## config.mk

```make
export PLATFORM = sky130hd
export DESIGN_NAME = tile_scheduler_flat
export DESIGN_NICKNAME = d
export VERILOG_FILES = /design/src/rtl/tile_scheduler_pkg.sv /design/src/rtl/tile_scheduler_if.sv /design/src/rtl/tile_scheduler_loop_ctr.sv /design/src/rtl/tile_scheduler.sv /design/src/flat_wrapper.sv
export SDC_FILE = /design/constraint.sdc
export NUM_CORES = 1
export LEC_CHECK = 0
export ABC_AREA = 1
export CAP_MARGIN = 25
export CORE_ASPECT_RATIO = 1.5
export CORE_MARGIN = 4
export CORE_UTILIZATION = 70
export CTS_CLUSTER_SIZE = 10
export DETAILED_ROUTE_END_ITERATION = 8
export DONT_BUFFER_PORTS = 1
export PLACE_DENSITY = 0.86
export SYNTH_ARGS = -nofsm -noshare
export SYNTH_HDL_FRONTEND = slang
export SYNTH_SLANG_ARGS = --single-unit
```

## constraint.sdc

```tcl
create_clock -name clk -period 5.99 [get_ports clk]
set_input_delay 1.4975 -clock clk [delete_from_list [all_inputs] [get_ports clk]]
set_output_delay 1.4975 -clock clk [all_outputs]
set_load 0.01 [all_outputs]
```

## src/rtl/tile_scheduler_pkg.sv

```systemverilog
// Shared types for the tile scheduler: FSM states, layer-type codes and the
// tile command record.
package tile_sched_pkg;

  typedef enum logic [1:0] {
    IDLE  = 2'd0,
    ISSUE = 2'd1,
    DRAIN = 2'd2
  } state_t;

  localparam logic [1:0] LT_PW  = 2'd0;
  localparam logic [1:0] LT_DW  = 2'd1;
  localparam logic [1:0] LT_STD = 2'd2;
  localparam logic [1:0] LT_LIN = 2'd3;

  typedef struct packed {
    logic [6:0]  row;
    logic [6:0]  rows;
    logic [10:0] d;
    logic [6:0]  d_len;
    logic [10:0] k;
    logic [6:0]  k_len;
    logic        first;
    logic        last;
  } cmd_t;

endpackage

```

## src/rtl/tile_scheduler_if.sv

```systemverilog
// Tile command channel from the scheduler to the load/compute/store engines,
// plus the engines' per-tile completion pulse.
interface tile_scheduler_if;

  // A command transfers on a rising clk edge where cmd_valid_o && cmd_ready_i;
  // once cmd_valid_o is raised, every cmd field holds until that transfer.
  logic        cmd_valid_o;
  logic        cmd_ready_i;
  logic [6:0]  cmd_row_o;
  logic [6:0]  cmd_rows_o;
  logic [10:0] cmd_d_o;
  logic [6:0]  cmd_d_len_o;
  logic [10:0] cmd_k_o;
  logic [6:0]  cmd_k_len_o;
  logic        cmd_first_o;
  logic        cmd_last_o;
  logic        tile_done_i;

  modport master (
    output cmd_valid_o, cmd_row_o, cmd_rows_o, cmd_d_o, cmd_d_len_o,
           cmd_k_o, cmd_k_len_o, cmd_first_o, cmd_last_o,
    input  cmd_ready_i, tile_done_i
  );

  modport slave (
    input  cmd_valid_o, cmd_row_o, cmd_rows_o, cmd_d_o, cmd_d_len_o,
           cmd_k_o, cmd_k_len_o, cmd_first_o, cmd_last_o,
    output cmd_ready_i, tile_done_i
  );

endinterface

```

## src/rtl/tile_scheduler_loop_ctr.sv

```systemverilog
// One loop dimension of the tile nest: base advances by tile, len is the
// clipped tile size, last flags the final tile; wraps to 0 when stepped at last.
module tile_loop_ctr #(
    parameter int W  = 11,
    parameter int LW = 7
) (
    input  logic          clk,
    input  logic          rst,
    input  logic          clear,
    input  logic          step,
    input  logic [W-1:0]  bound,
    input  logic [LW-1:0] tile,
    output logic [W-1:0]  base,
    output logic [LW-1:0] len,
    output logic          last
);

  logic [W:0]   next_sum;
  logic [W-1:0] rem;

  assign next_sum = {1'b0, base} + (W+1)'(tile);
  assign rem      = bound - base;
  assign last     = (next_sum >= {1'b0, bound});
  // rem only wins when it is <= tile, so it always fits in LW bits
  assign len      = (W'(tile) < rem) ? tile : rem[LW-1:0];

  always_ff @(posedge clk) begin
    if (rst || clear) begin
      base <= '0;
    end else if (step) begin
      base <= last ? '0 : next_sum[W-1:0];
    end
  end

endmodule

```

## src/rtl/tile_scheduler.sv

```systemverilog
// Walks row groups (outer), K tiles, then D tiles (inner) for one layer and
// issues one command per tile, bounding the number of tiles in flight.
module tile_scheduler
  import tile_sched_pkg::*;
#(
    parameter int MAX_OUT = 4,
    parameter int OUT_W   = 3
) (
    input  logic             clk,
    input  logic             rst,
    input  logic             start_i,
    input  logic             abort_i,
    input  logic [1:0]       layer_type_i,
    input  logic [10:0]      in_D_i,
    input  logic [10:0]      out_K_i,
    input  logic [6:0]       out_R_i,
    input  logic [6:0]       tile_D_i,
    input  logic [6:0]       tile_K_i,
    input  logic [31:0]      tile_n_i,
    tile_scheduler_if.master cmd_if,
    output logic             busy_o,
    output logic             done_o,
    output state_t           dbg_state
);

  localparam logic [OUT_W-1:0] ONE     = OUT_W'(1);
  localparam logic [OUT_W-1:0] MAX_CNT = OUT_W'(MAX_OUT);

  state_t           state;
  logic [1:0]       lt_q;
  logic [10:0]      in_d_q, out_k_q;
  logic [6:0]       out_r_q, tile_d_q, tile_k_q, tile_n_q;
  logic [OUT_W-1:0] out_cnt, out_next;
  logic             valid_q, done_q;
  logic             is_dw, hs, final_tile, clear;
  logic [6:0]       tn_clamp;
  logic [10:0]      d_base, k_base;
  logic [6:0]       r_base, d_len, k_len, r_len;
  logic             d_last, k_last, r_last;

  assign is_dw      = (lt_q == LT_DW);
  assign hs         = valid_q && cmd_if.cmd_ready_i;
  assign final_tile = d_last && (k_last || is_dw) && r_last;
  assign clear      = (state == IDLE);
  assign tn_clamp   = (tile_n_i > {25'd0, out_R_i}) ? out_R_i : tile_n_i[6:0];

  always_comb begin
    out_next = out_cnt;
    if (hs) out_next = out_next + ONE;
    if (cmd_if.tile_done_i && (out_cnt != '0)) out_next = out_next - ONE;
  end

  tile_loop_ctr #(.W(11), .LW(7)) u_d_ctr (
    .clk(clk), .rst(rst), .clear(clear), .step(hs),
    .bound(in_d_q), .tile(tile_d_q), .base(d_base), .len(d_len), .last(d_last)
  );

  // DW collapses the K loop: its counter never steps
  tile_loop_ctr #(.W(11), .LW(7)) u_k_ctr (
    .clk(clk), .rst(rst), .clear(clear), .step(hs && d_last && !is_dw),
    .bound(out_k_q), .tile(tile_k_q), .base(k_base), .len(k_len), .last(k_last)
  );

  tile_loop_ctr #(.W(7), .LW(7)) u_r_ctr (
    .clk(clk), .rst(rst), .clear(clear), .step(hs && d_last && (k_last || is_dw)),
    .bound(out_r_q), .tile(tile_n_q), .base(r_base), .len(r_len), .last(r_last)
  );

  always_ff @(posedge clk) begin
    if (rst) begin
      state    <= IDLE;
      valid_q  <= 1'b0;
      done_q   <= 1'b0;
      out_cnt  <= '0;
      lt_q     <= '0;
      in_d_q   <= '0;
      out_k_q  <= '0;
      out_r_q  <= '0;
      tile_d_q <= '0;
      tile_k_q <= '0;
      tile_n_q <= '0;
    end else begin
      done_q  <= 1'b0;
      out_cnt <= out_next;
      if (abort_i) begin
        state   <= IDLE;
        valid_q <= 1'b0;
        out_cnt <= '0;
      end else begin
        case (state)
          IDLE: if (start_i) begin
            lt_q     <= layer_type_i;
            in_d_q   <= in_D_i;
            out_k_q  <= out_K_i;
            out_r_q  <= out_R_i;
            tile_d_q <= (tile_D_i == 7'd0) ? 7'd1 : tile_D_i;
            tile_k_q <= (tile_K_i == 7'd0) ? 7'd1 : tile_K_i;
            tile_n_q <= (tn_clamp == 7'd0) ? 7'd1 : tn_clamp;
            if (in_D_i == '0 || out_K_i == '0 || out_R_i == '0) state <= DRAIN;
            else state <= ISSUE;
          end
          ISSUE: begin
            if (hs && final_tile) begin
              state   <= DRAIN;
              valid_q <= 1'b0;
            end else begin
              valid_q <= (out_next < MAX_CNT);
            end
          end
          DRAIN: if (out_cnt == '0) begin
            state  <= IDLE;
            done_q <= 1'b1;
          end
          default: state <= IDLE;
        endcase
      end
    end
  end

  // Fields are forced to 0 whenever no command is offered
  assign cmd_if.cmd_valid_o = valid_q;
  assign cmd_if.cmd_row_o   = valid_q ? r_base : '0;
  assign cmd_if.cmd_rows_o  = valid_q ? r_len : '0;
  assign cmd_if.cmd_d_o     = valid_q ? d_base : '0;
  assign cmd_if.cmd_d_len_o = valid_q ? d_len : '0;
  assign cmd_if.cmd_k_o     = valid_q ? (is_dw ? d_base : k_base) : '0;
  assign cmd_if.cmd_k_len_o = valid_q ? (is_dw ? d_len : k_len) : '0;
  assign cmd_if.cmd_first_o = valid_q && (is_dw || d_base == '0);
  assign cmd_if.cmd_last_o  = valid_q && (is_dw || d_last);

  assign busy_o    = (state != IDLE);
  assign done_o    = done_q;
  assign dbg_state = state;

endmodule

```

## src/flat_wrapper.sv

```systemverilog
// flat-port wrapper written by rule: the top's interface ports become plain ports
module tile_scheduler_flat import tile_sched_pkg::*;
#(
    parameter int MAX_OUT = 4,
    parameter int OUT_W   = 3
)
  (clk, rst, start_i, abort_i, layer_type_i, in_D_i, out_K_i, out_R_i, tile_D_i, tile_K_i, tile_n_i, busy_o, done_o, dbg_state, cmd_if_cmd_valid_o, cmd_if_cmd_row_o, cmd_if_cmd_rows_o, cmd_if_cmd_d_o, cmd_if_cmd_d_len_o, cmd_if_cmd_k_o, cmd_if_cmd_k_len_o, cmd_if_cmd_first_o, cmd_if_cmd_last_o, cmd_if_cmd_ready_i, cmd_if_tile_done_i);
  tile_scheduler_if cmd_if_i ();
  input  logic clk;
  input  logic rst;
  input  logic start_i;
  input  logic abort_i;
  input  logic [1:0] layer_type_i;
  input  logic [10:0] in_D_i;
  input  logic [10:0] out_K_i;
  input  logic [6:0] out_R_i;
  input  logic [6:0] tile_D_i;
  input  logic [6:0] tile_K_i;
  input  logic [31:0] tile_n_i;
  output logic busy_o;
  output logic done_o;
  output state_t dbg_state;
  output wire logic [$bits(cmd_if_i.cmd_valid_o)-1:0] cmd_if_cmd_valid_o;
  output wire logic [$bits(cmd_if_i.cmd_row_o)-1:0] cmd_if_cmd_row_o;
  output wire logic [$bits(cmd_if_i.cmd_rows_o)-1:0] cmd_if_cmd_rows_o;
  output wire logic [$bits(cmd_if_i.cmd_d_o)-1:0] cmd_if_cmd_d_o;
  output wire logic [$bits(cmd_if_i.cmd_d_len_o)-1:0] cmd_if_cmd_d_len_o;
  output wire logic [$bits(cmd_if_i.cmd_k_o)-1:0] cmd_if_cmd_k_o;
  output wire logic [$bits(cmd_if_i.cmd_k_len_o)-1:0] cmd_if_cmd_k_len_o;
  output wire logic [$bits(cmd_if_i.cmd_first_o)-1:0] cmd_if_cmd_first_o;
  output wire logic [$bits(cmd_if_i.cmd_last_o)-1:0] cmd_if_cmd_last_o;
  input wire logic [$bits(cmd_if_i.cmd_ready_i)-1:0] cmd_if_cmd_ready_i;
  input wire logic [$bits(cmd_if_i.tile_done_i)-1:0] cmd_if_tile_done_i;
  assign cmd_if_cmd_valid_o = cmd_if_i.cmd_valid_o;
  assign cmd_if_cmd_row_o = cmd_if_i.cmd_row_o;
  assign cmd_if_cmd_rows_o = cmd_if_i.cmd_rows_o;
  assign cmd_if_cmd_d_o = cmd_if_i.cmd_d_o;
  assign cmd_if_cmd_d_len_o = cmd_if_i.cmd_d_len_o;
  assign cmd_if_cmd_k_o = cmd_if_i.cmd_k_o;
  assign cmd_if_cmd_k_len_o = cmd_if_i.cmd_k_len_o;
  assign cmd_if_cmd_first_o = cmd_if_i.cmd_first_o;
  assign cmd_if_cmd_last_o = cmd_if_i.cmd_last_o;
  assign cmd_if_i.cmd_ready_i = cmd_if_cmd_ready_i;
  assign cmd_if_i.tile_done_i = cmd_if_tile_done_i;
  tile_scheduler #(.MAX_OUT(MAX_OUT), .OUT_W(OUT_W)) u_core (.clk(clk), .rst(rst), .start_i(start_i), .abort_i(abort_i), .layer_type_i(layer_type_i), .in_D_i(in_D_i), .out_K_i(out_K_i), .out_R_i(out_R_i), .tile_D_i(tile_D_i), .tile_K_i(tile_K_i), .tile_n_i(tile_n_i), .cmd_if(cmd_if_i), .busy_o(busy_o), .done_o(done_o), .dbg_state(dbg_state));
endmodule
```

==> results.md <==
- Outcome: finished, final reports clean
- H-tree levels: 3
- Fillers: 934
- Final Non-Filler Cells: 1376
- CP top delay family: compound AO/OA/AOI/OAI gates
- Yosys warns: 0
- Post-Syn Instances: 1241
- CP arrival: 3630 ps
- DRT iter0 DRCs: 567
- Die Ht: 139 um
- Row cnt: 47
- TritonCTS clock tree: done
- Power Density: 203 nW/um2
- Primary FF master, synth: dfxtp_1
- Slowest cell on crit path: o211ai_1
- Setup TNS: 0 ps
- DP Cell Count: 1360
- Post-synthesis net count: 1434
- Antenna violations before repair: 0
- R2R cell count: 16
- Clock skew: 7.27 ps
- Hold Crit Depth: 2
- Most common cell after layout, fill and taps aside: nand2_1
- Asr flop ratio synth: 0%
- Routed vias: 8092
- Final Max Tran Viols: 0
- Synthesized area per cell: 6.46 um2
- Layout area overhead: 5.08%
- CP Depth: 14
- P_leak: 4.30 nW
- Number of flops mapped to enable cells by yosys: 0
- Worst slew margin: 33.8%
- Clk Tree Root Cell: clkbuf_16
- Worst-Margin Slew: 993 ps
- IO Port Bufs: 0
- Clk buf depth: 2
- Flops & latches, synth: 88
- Req. time, crit path: 4490 ps
- CP endpoint kind: output port
- Final Util: 75.9%
- Worst-skew pair later-pin latency: 350 ps
- Total grt overflow: 0
- Overall Global Routing Usage: 36.3%
- DR pass1 iterations: 7
- Largest net degree at the start of global routing: 49
- Core ar.: 11100 um2
- Post-Syn Area: 8020 um2
- Share of cells above drive strength 1: 4.07%
- Multi-input combinational cell area: 5320 um2
- Setup Crit Path Kind: reg2out
- Synth unique cells: 44
- PostCTS Resize Cnt: 0
- Path type of the worst min-delay path: reg2reg
- Critical path launch point type: register
- Post-CTS Setup Inserts: 0
- Hpwl dp: 18.8 mm
- Worst-path cell chain: ha_1 > inv_1 > fa_1 > a21oi_1 > o21bai_1 > nand2_1 > nand2_1 > a21oi_1 > xor2_1 > ha_1 > nand2_1 > o211ai_1 > o21ai_0 > a21oi_1
- Placer Congestion: 0.979
- Most frequent cells in the layout: 278 x nand2_1, 208 x inv_1, 139 x a21oi_1, 105 x nor2_1, 104 x ha_1
- Max Clock Freq: 195 MHz
- Max VDD drop: 0.193 mV
- Starting Density: 72.2%
- Final period utilization: 85.6%
- Sequential fraction of the synthesis area: 22.0%
- Final Hold Vio Count: 0
- Unrepaired setup endpoints after global routing: false
- Horiz. Die Dim: 95.4 um
- TritonCTS Buffers: 9
- # DRC: 0
- Antenna-violating nets left: 0
- Max FO, Critical Path: 14
- Drt via density: 5.88
- DR WL/cell: 17.1 um
- Clock sink total: 88
- Die area: 13300 um2
- Worst-path clk slew: 70 ps
- Number of hold buffers added after cts: 0
- First-pass GRT wire length: 37.9 mm
- Vias in the first global route: 7933
- Final net count: 1417
- Reg area: 1760 um2
- N_diodes: 0
- Slowest stage delay, CP: 650 ps
- # IOs: 140
- Routed WL: 23.6 mm
- Final setup viols: 0
- Max-Cap Viols: 0
- WP buf/inv: 1
- Crit path time final: 5130 ps
[cell type report]
| cell class | count | area share (%) |
|---|---|---|
| Timing Repair Buffer | 5 | 0.683 |
| Multi-Input combinational cell | 908 | 63.1 |
| Clock inverter | 6 | 0.801 |
| Clock buffer | 10 | 2.83 |
| Tap cell | 147 | 2.18 |
| Sequential cell | 88 | 20.9 |
| Inverter | 212 | 9.44 |
[synth_stat cells, types with 2 or more instances]
cell        n  area, um2
nor2_2      2       12.5
inv_1     209        785
o31ai_1     2       15.0
o21ai_0    83        415
clkinv_1    2       7.51
a22oi_1     2       15.0
xor2_1     35        307
o21bai_1    5       37.5
nand3b_1    2       15.0
nor4_1     14       87.6
ha_1      104       1300
nor2_1    105        394
a21oi_2     3       26.3
dfxtp_1    88       1760
nand4_1    19        119
nand3_2     3       30.0
buf_2       5       25.0
o21a_1      2       15.0
a21oi_1   139        696
nor3_1      4       20.0
a211oi_1    2       15.0
a31oi_1     2       12.5
nor3_2      3       30.0
clkbuf_1   25       93.8
nand2_1   278       1040
nand3_1    61        305
fa_1        6        120
nor2_4      4       45.0
xnor2_1     9       78.8
o211ai_1    3       22.5
nand2_2     7       43.8
[path summary, 6_finish.rpt]
kind / startpoint / end / slack, ps
worst max-delay path: u_core.u_r_ctr.base[0]$_SDFFE_PP0P_ / cmd_if_cmd_rows_o[5] / 860
worst min-delay path: u_core.lt_q[0]$_SDFFE_PP0P_ / u_core.lt_q[0]$_SDFFE_PP0P_ / 450
worst max register to register: u_core.tile_k_q[0]$_SDFFE_PP0P_ / u_core.u_k_ctr.base[10]$_SDFFE_PP0P_ / 1980
worst min register to register: u_core.lt_q[0]$_SDFFE_PP0P_ / u_core.lt_q[0]$_SDFFE_PP0P_ / 450
[where the power goes]
group          internal, mW  leakage [nW]  switching [mW]
registers             0.611         0.719          0.0378
logic                 0.165          3.43           0.312
clock network         0.336         0.145           0.251
total                  1.11          4.30           0.601
[state kept, by name (all words and copies together), names as in the netlist, 7 cells and up]
| register | flops |
|---|---|
| u_core.in_d_q | 11 |
| u_core.out_k_q | 11 |
| u_core.out_r_q | 7 |
| u_core.tile_d_q | 7 |
| u_core.tile_k_q | 7 |
| u_core.tile_n_q | 7 |
| u_core.u_d_ctr.base | 11 |
| u_core.u_k_ctr.base | 11 |
| u_core.u_r_ctr.base | 7 |
[logic make-up (layout without fill, tap and decap cells)]
group,Yosys count,in the layout,share of synthesized area (%)
buffers and inverters,245,233,11.7
xor gates and xnor gates,44,44,4.80
and+or+nand+nor,505,505,27.3
DFF,88,88,22.0
adders and majority gates,110,110,17.7
AOI/OAI and AO/OA,249,249,16.5
[metal layers]
metal / wire length (um) / vias to the layer above / GRT usage [%]
li1: - / 3996 / -
met1: 8040 / 3624 / 36.5
met2: 11900 / 350 / 62.8
met3: 1430 / 122 / 6.89
met4: 2200 / 0 / 29.9
met5: 0 / - / 0
[worst register-to-register path, cell delays in order (launching register included)]
cell and delay [ps]:
dfxtp_1 420, ha_1 220, inv_1 60, fa_1 410, o21ai_0 390, a21oi_1 150, xnor2_1 260, ha_1 280
nand2_1 80, nor2_1 60, a211oi_1 290, nor2_1 110, nor2_2 120, nand3_2 170, nor3_2 640, nand2_1 160
a21oi_2 150
[stage by stage]
stage | worst slack, ps | power, mW | hold WS [ps] | cell area [um2]
global placement | 1520 | 1.11 | 442 | 8100
global route | 563 | 1.82 | 473 | 8430
detailed placement | 1270 | 1.13 | 444 | 8120
CTS | 878 | 1.71 | 454 | 8430
finish | 864 | 1.71 | 455 | 8430
floorplan | 1770 | 1.02 | 430 | 8020
No activity file was read; power rests on OpenSTA's default activity.
